### src/rtl/multiplier_booth_seq.sv
`default_nettype none
// ============================================================================
// Module      : multiplier_booth_seq
// Description : Sequential radix-2 Booth multiplier, one step per clock,
//               full signed 2*REG_SIZE-bit product split into HI/LO words.
// Revision    : 1.0 - initial release
// ============================================================================
module multiplier_booth_seq #(
    parameter int REG_SIZE = 32
) (
    input  logic                clock,
    input  logic                clear,
    input  logic                start,
    input  logic [REG_SIZE-1:0] multiplicand,
    input  logic [REG_SIZE-1:0] multiplier,
    output logic                busy,
    output logic                done,
    output logic [REG_SIZE-1:0] product_hi,
    output logic [REG_SIZE-1:0] product_lo
);

    localparam int CW = $clog2(REG_SIZE) + 1;

    typedef enum logic [1:0] {
        S_IDLE = 2'd0,
        S_RUN  = 2'd1,
        S_DONE = 2'd2
    } state_t;

    state_t              r_state;
    logic [CW-1:0]       r_count;
    logic [REG_SIZE:0]   r_m;
    logic [REG_SIZE:0]   r_a;
    logic [REG_SIZE-1:0] r_q;
    logic                r_q1;

    logic [REG_SIZE:0]   w_sum;
    logic [REG_SIZE:0]   w_a_sh;
    logic [REG_SIZE-1:0] w_q_sh;
    logic                w_last;

    // Extra accumulator bit keeps A - M exact when M is the most-negative value.
    always_comb begin
        w_sum = r_a;
        case ({r_q[0], r_q1})
            2'b01:   w_sum = r_a + r_m;
            2'b10:   w_sum = r_a - r_m;
            default: w_sum = r_a;
        endcase
    end

    assign w_a_sh = {w_sum[REG_SIZE], w_sum[REG_SIZE:1]};
    assign w_q_sh = {w_sum[0], r_q[REG_SIZE-1:1]};
    assign w_last = (r_count == CW'(REG_SIZE - 1));

    always_ff @(posedge clock) begin
        if (clear) begin
            r_state    <= S_IDLE;
            r_count    <= '0;
            r_m        <= '0;
            r_a        <= '0;
            r_q        <= '0;
            r_q1       <= 1'b0;
            busy       <= 1'b0;
            done       <= 1'b0;
            product_hi <= '0;
            product_lo <= '0;
        end else begin
            case (r_state)
                S_IDLE, S_DONE: begin
                    done <= 1'b0;
                    if (start) begin
                        r_m     <= {multiplicand[REG_SIZE-1], multiplicand};
                        r_q     <= multiplier;
                        r_a     <= '0;
                        r_q1    <= 1'b0;
                        r_count <= '0;
                        busy    <= 1'b1;
                        r_state <= S_RUN;
                    end else begin
                        busy    <= 1'b0;
                        r_state <= S_IDLE;
                    end
                end
                S_RUN: begin
                    r_a     <= w_a_sh;
                    r_q     <= w_q_sh;
                    r_q1    <= r_q[0];
                    r_count <= r_count + 1'b1;
                    if (w_last) begin
                        product_hi <= w_a_sh[REG_SIZE-1:0];
                        product_lo <= w_q_sh;
                        busy       <= 1'b0;
                        done       <= 1'b1;
                        r_state    <= S_DONE;
                    end
                end
                default: begin
                    busy    <= 1'b0;
                    done    <= 1'b0;
                    r_state <= S_IDLE;
                end
            endcase
        end
    end

endmodule
`default_nettype wire

### config.mk
export PLATFORM = sky130hd
export DESIGN_NAME = multiplier_booth_seq
export DESIGN_NICKNAME = d
export VERILOG_FILES = /design/src/rtl/multiplier_booth_seq.sv
export SDC_FILE = /design/constraint.sdc
export NUM_CORES = 1
export LEC_CHECK = 0
export BUFFER_PORTS_ARGS = -buffer_cell sky130_fd_sc_hd__buf_4
export CAP_MARGIN = 15
export CELL_PAD_IN_SITES_DETAIL_PLACEMENT = 1
export CELL_PAD_IN_SITES_GLOBAL_PLACEMENT = 1
export CORE_MARGIN = 1.5
export CORE_UTILIZATION = 29
export DETAILED_ROUTE_END_ITERATION = 6
export MAX_ROUTING_LAYER = met4
export PLACE_DENSITY_LB_ADDON = 0.25
export SYNTH_ARGS = -nofsm -noshare
export SYNTH_HDL_FRONTEND = slang
export SYNTH_SLANG_ARGS = --single-unit
export TNS_END_PERCENT = 100
### constraint.sdc
create_clock -name clock -period 4.1 [get_ports clock]
set_input_delay 0.615 -clock clock [delete_from_list [all_inputs] [get_ports clock]]
set_output_delay 0.615 -clock clock [all_outputs]
set_load 0.005 [all_outputs]
==> results.md <==
- The number of vias in the routed layout is 8,496.
- A synthesized cell averages 7.70 µm².
- The initialized floorplan defines 63 standard-cell rows.
- The worst-case clock skew is 0.0158 ns.
- The total number of H-tree levels is 4.
- The number of endpoints with negative hold slack in the final report is 0.
- The sequential share of the synthesized area is 39.3%.
- Data arrives at the worst endpoint at 4.37 ns.
- The worst register-to-register path has a setup slack of 0.11 ns.
- The placeable core region is 29,600 µm².
- Per report_power, the clock group accounts for 38.9% of the total.
- The die covers 30,900 µm².
- The final layout net count is 1,367.
- The headroom to the max-slew limit is 28.2%.
- By area, the combinational part of the netlist is dominated by compound AO/OA/AOI/OAI gates.
- Adding up every negative setup slack in the final design gives 0 ns.
- Pin placement for this block handled 133 I/O pins.
- The starting utilization of the core area is 29.3%.
- The area share of fa/ha/maj cells after synthesis is 5.29%.
- Before CTS, the worst setup slack after placement is -0.121 ns.
- The floorplan step set the die width to 176 µm.
- The total of max-cap violations is 0.
- Dividing the detail-routed wire length by the instance count gives 17.7 µm.
- Summing all placed instances gives a cell area of 10,300 µm².
- The number of warnings reported in the yosys synthesis log is 0.
- The filler cells instantiated in the layout total 3,615.
- The via count of the first global-routing pass is 8,814.
- Setup violations remaining at the end of the flow were counted as 0.
- The post-route DRC violation count is 0.
- Using the TritonRoute via totals, the vias-per-cell ratio works out to 5.10.
- Timing would allow up to 0.251 GHz.
- Cells fill 37.9% of the core in the end.
- Clock tree synthesis found a total of 170 sinks.
- The areal power density over the cells is 386 nW/µm².
- Compared with the post-synthesis result, the final layout area differs by 29.2%.
- In this run the remaining antenna-violating nets after routing total 0.
- Once detailed placement completed, the half-perimeter wirelength came to 21,100 µm.
- For the worst setup path, the data required time is 4.48 ns.
- The synthesized netlist devotes 20.0% of its cell area to simple gates.
- The cell sitting at the root of the clock tree is a sky130_fd_sc_hd__clkbuf_16.
- TritonCTS created 17 clock buffers.
- The share of layout cells above drive strength 1 is 21.5%.
- The flip-flop and latch count after synthesis is 170.
- The number of diodes is 0.
- Counting both buffers and inverters, the worst setup path holds a total of 1.
- The number of antenna violations at the first check in global routing is 1.
- Of the post-synthesis cell area, the part taken by muxes is 0.939%.
- The switching power summed over all nets is 1.42 mW.
- The routed design has 29,500 µm of wire.
- The complex-gate fraction of the synthesized area is 25.1%.
- The worst-case clock buffer depth is 2.
- The maximum vdd ir drop is 0.249 mV.
- The worst-skew pair later-pin latency is 0.43 ns.
- Summed over all layers, the global routing overflow is 0.
- The type of the worst setup path is reg2reg.
- The internal power component is 2.91 mW.
- Among cell families on the critical path, the largest total delay comes from simple AND/OR/NAND/NOR gates.
- The net switching fraction of the power is 32.8%.
- The first TritonRoute pass finished after 5 iterations.
- The total global-route track usage is 19.9%.
- The number of distinct library cell variants in the gate-level netlist after synthesis is 55.
- The fraction of power consumed by combinational cells is 20.6%.
- Walking the worst path, the cells encountered are or4_4 > nor4_4 > and3b_2 > nand2_2 > nor2_4 > a21oi_2 > xnor2_1 > ha_1 > buf_6 > a21o_1 > o41a_1 > a31o_4 > a211o_1 > xnor2_1 > or4_1 > nand3_1.
- Among the stages of the critical path, the cell type that occurs most often is sky130_fd_sc_hd__xnor2_1.
- At the end of routability-driven placement, the weighted congestion stood at 0.892.
- The run finished with clean final reports.
- After synthesis, the share of flip-flops with an asynchronous set or reset is 0%.
- The critical-path cell with the highest stage delay is sky130_fd_sc_hd__or4_4.
- The clock period minus final worst setup slack is 3.99 ns.
- Entering global routing, the biggest net connects 82 pins.
- TritonCTS built the clock tree.
- The post-route fraction of the period consumed by the critical path is 97.3%.
- The clock-pin slew on the worst setup and hold paths is 0.08 ns.
- The number of I/O port buffers is 132.
- The detailed router finished its first iteration with 378 violations.
- Setup repair after global routing could not meet its margin everywhere.
- The first global-routing pass estimated 47,200 µm of wire.
- The worst path meets setup with 0.111 ns of slack.
- The die is 176 µm tall.
- Hold repair after CTS inserted 0 buffers.
- The peak per-stage delay on the critical path is 0.56 ns.
- The sequential share of power is 40.5%.
- In this run the worst path has a maximum fanout of 4.
- At the pin with the least slew margin, the transition time is 1.07 ns.
- The nature of the critical path endpoint is a register.
- The worst min-delay path category is in2reg.
- The post-synthesis cell area is 8660 µm².
- Counting every net in the synthesized netlist gives 1,228.
- The post-synthesis instance total is 1,125.
- The most used flip-flop cell after synthesis is sky130_fd_sc_hd__dfxtp_1.
- STA classifies the critical path startpoint as a register.
- The number of synthesized flops with an enable pin is 0.
- Summing the areas of all xor and xnor instances in the mapped netlist gives 5.56% of the synthesized area.
- Summing all non-filler instances in the final layout gives an area of 11,200 µm².
- The max-slew violation total from the final report was 0.
- The leakage component of the power is 4.38 nW.
## path summary, 6_finish.rpt
check	start	endpoint	cells after the start
max reg2reg	r_m[6]	r_a[31]	16
max	r_m[6]	r_a[31]	16
min	multiplicand[4]	r_m[4]	3
min reg2reg	product_hi[20]	product_hi[20]	2
## stage by stage
stage,hold WS [ns],total power [mW],std cells
final,0.430,4.33,1667
after global routing,0.428,4.54,1667
after CTS,0.413,4.34,1663
after detailed placement,0.448,2.65,1630
after global placement,0.444,2.63,1630
after floorplan,0.440,2.34,1125
## power groups by stage
stage	Clock, mW	Sequential, mW	Combinational (mW)
finish	1.68	1.75	0.892
global route	1.79	1.76	0.988
CTS	1.72	1.75	0.868
detailed placement	0	1.79	0.855
global placement	0	1.79	0.844
floorplan	0	1.78	0.567
## cells by family (layout without fill, tap and decap cells)
group | count (synthesis) | in the layout
AO/OA/AOI/OAI | 354 | 354
adder cells (fa/ha/maj) | 36 | 36
flip-flops | 170 | 170
XOR/XNOR | 55 | 55
buffers and inverters | 90 | 242
AND/OR/NAND/NOR | 412 | 412
multiplexers | 8 | 8
## flip-flops by register name, summed over array words and instances, names as in the netlist
signal / flops
r_state: 2
product_hi: 32
done: 1
r_q1: 1
r_a: 32
product_lo: 32
r_q: 32
r_m: 32
r_count: 6
## layer usage
| metal | GRT usage, % | wire, µm | vias up |
|---|---|---|---|
| met5 | - | 0 | - |
| met4 | 5.31 | 480 | 0 |
| met3 | 3.38 | 930 | 29 |
| met2 | 33.6 | 14400 | 130 |
| met1 | 24.5 | 13700 | 4125 |
| li1 | - | - | 4212 |
## cell usage after synthesis (3+ instances only)
master	count	share of area, %
sky130_fd_sc_hd__a211o_1	4	0.40
sky130_fd_sc_hd__a211oi_1	18	1.6
sky130_fd_sc_hd__a21boi_0	3	0.26
sky130_fd_sc_hd__a21o_1	11	0.95
sky130_fd_sc_hd__a21oi_1	170	9.8
sky130_fd_sc_hd__a22o_1	15	1.5
sky130_fd_sc_hd__a22oi_1	32	2.8
sky130_fd_sc_hd__a31oi_1	6	0.43
sky130_fd_sc_hd__a32oi_1	5	0.51
sky130_fd_sc_hd__and2_1	5	0.36
sky130_fd_sc_hd__and3_1	5	0.36
sky130_fd_sc_hd__buf_1	8	0.35
sky130_fd_sc_hd__clkbuf_1	63	2.7
sky130_fd_sc_hd__dfxtp_1	170	39
sky130_fd_sc_hd__ha_1	35	5.1
sky130_fd_sc_hd__inv_1	19	0.82
sky130_fd_sc_hd__mux2i_1	7	0.81
sky130_fd_sc_hd__nand2_1	257	11
sky130_fd_sc_hd__nand2b_1	9	0.65
sky130_fd_sc_hd__nand3_1	9	0.52
sky130_fd_sc_hd__nand4_1	6	0.43
sky130_fd_sc_hd__nor2_1	72	3.1
sky130_fd_sc_hd__nor2b_1	6	0.43
sky130_fd_sc_hd__nor3_1	21	1.2
sky130_fd_sc_hd__nor4_1	8	0.58
sky130_fd_sc_hd__o211ai_1	3	0.26
sky130_fd_sc_hd__o21a_1	9	0.78
sky130_fd_sc_hd__o21ai_0	36	2.1
sky130_fd_sc_hd__o21ai_1	13	0.75
sky130_fd_sc_hd__o21bai_1	4	0.35
sky130_fd_sc_hd__o31ai_1	7	0.61
sky130_fd_sc_hd__or3_1	5	0.36
sky130_fd_sc_hd__or4_1	4	0.35
sky130_fd_sc_hd__xnor2_1	43	4.3
sky130_fd_sc_hd__xor2_1	12	1.2
## placed cells by master, fill, tap and decap left out, types with 5 or more instances in the layout
master                      instances
sky130_fd_sc_hd__buf_4            189
sky130_fd_sc_hd__a21oi_1          163
sky130_fd_sc_hd__a21oi_2            7
sky130_fd_sc_hd__a22o_1            15
sky130_fd_sc_hd__a21o_1            11
sky130_fd_sc_hd__nor4_1             7
sky130_fd_sc_hd__dfxtp_1          167
sky130_fd_sc_hd__xnor2_1           43
sky130_fd_sc_hd__nand2b_1           9
sky130_fd_sc_hd__nor2_1            67
sky130_fd_sc_hd__nor3_1            18
sky130_fd_sc_hd__inv_8              6
sky130_fd_sc_hd__xor2_1            12
sky130_fd_sc_hd__o21a_1             9
sky130_fd_sc_hd__ha_1              33
sky130_fd_sc_hd__a32oi_1            5
sky130_fd_sc_hd__nand3_1            9
sky130_fd_sc_hd__mux2i_1            7
sky130_fd_sc_hd__inv_1             19
sky130_fd_sc_hd__clkbuf_16         17
sky130_fd_sc_hd__o21ai_1           15
sky130_fd_sc_hd__o21ai_0           33
sky130_fd_sc_hd__a211oi_1          15
sky130_fd_sc_hd__nand2_1          253
sky130_fd_sc_hd__nand4_1            6
sky130_fd_sc_hd__clkinv_8           6
sky130_fd_sc_hd__a22oi_1           32
## cell type report
| type | count | area (µm²) | share of cell area (%) |
|---|---|---|---|
| multi-input cells | 865 | 5170 | 46.2 |
| flip-flops and latches | 170 | 3410 | 30.4 |
| repair buffers | 191 | 1440 | 12.9 |
| well taps | 390 | 488 | 4.36 |
| clock buffers | 17 | 425 | 3.80 |
| clock inverters | 15 | 190 | 1.70 |
| inverters | 19 | 71.3 | 0.637 |
## worst reg2reg max path, stage by stage, from the launching register on
cell and delay, ns:
sky130_fd_sc_hd__dfxtp_2 0.32, sky130_fd_sc_hd__or4_4 0.56, sky130_fd_sc_hd__nor4_4 0.17, sky130_fd_sc_hd__and3b_2 0.27
sky130_fd_sc_hd__nand2_2 0.07, sky130_fd_sc_hd__nor2_4 0.16, sky130_fd_sc_hd__a21oi_2 0.08, sky130_fd_sc_hd__xnor2_1 0.17
sky130_fd_sc_hd__ha_1 0.29, sky130_fd_sc_hd__buf_6 0.14, sky130_fd_sc_hd__a21o_1 0.18, sky130_fd_sc_hd__o41a_1 0.38
sky130_fd_sc_hd__a31o_4 0.24, sky130_fd_sc_hd__a211o_1 0.30, sky130_fd_sc_hd__xnor2_1 0.14, sky130_fd_sc_hd__or4_1 0.40
sky130_fd_sc_hd__nand3_1 0.08
## timing repair
action	CTS	global route
gates resized for setup	9	40
endpoints found under the setup margin	9	24
pin swaps	6	27
setup buffers	1	4
(Power assumes the default switching activity.)
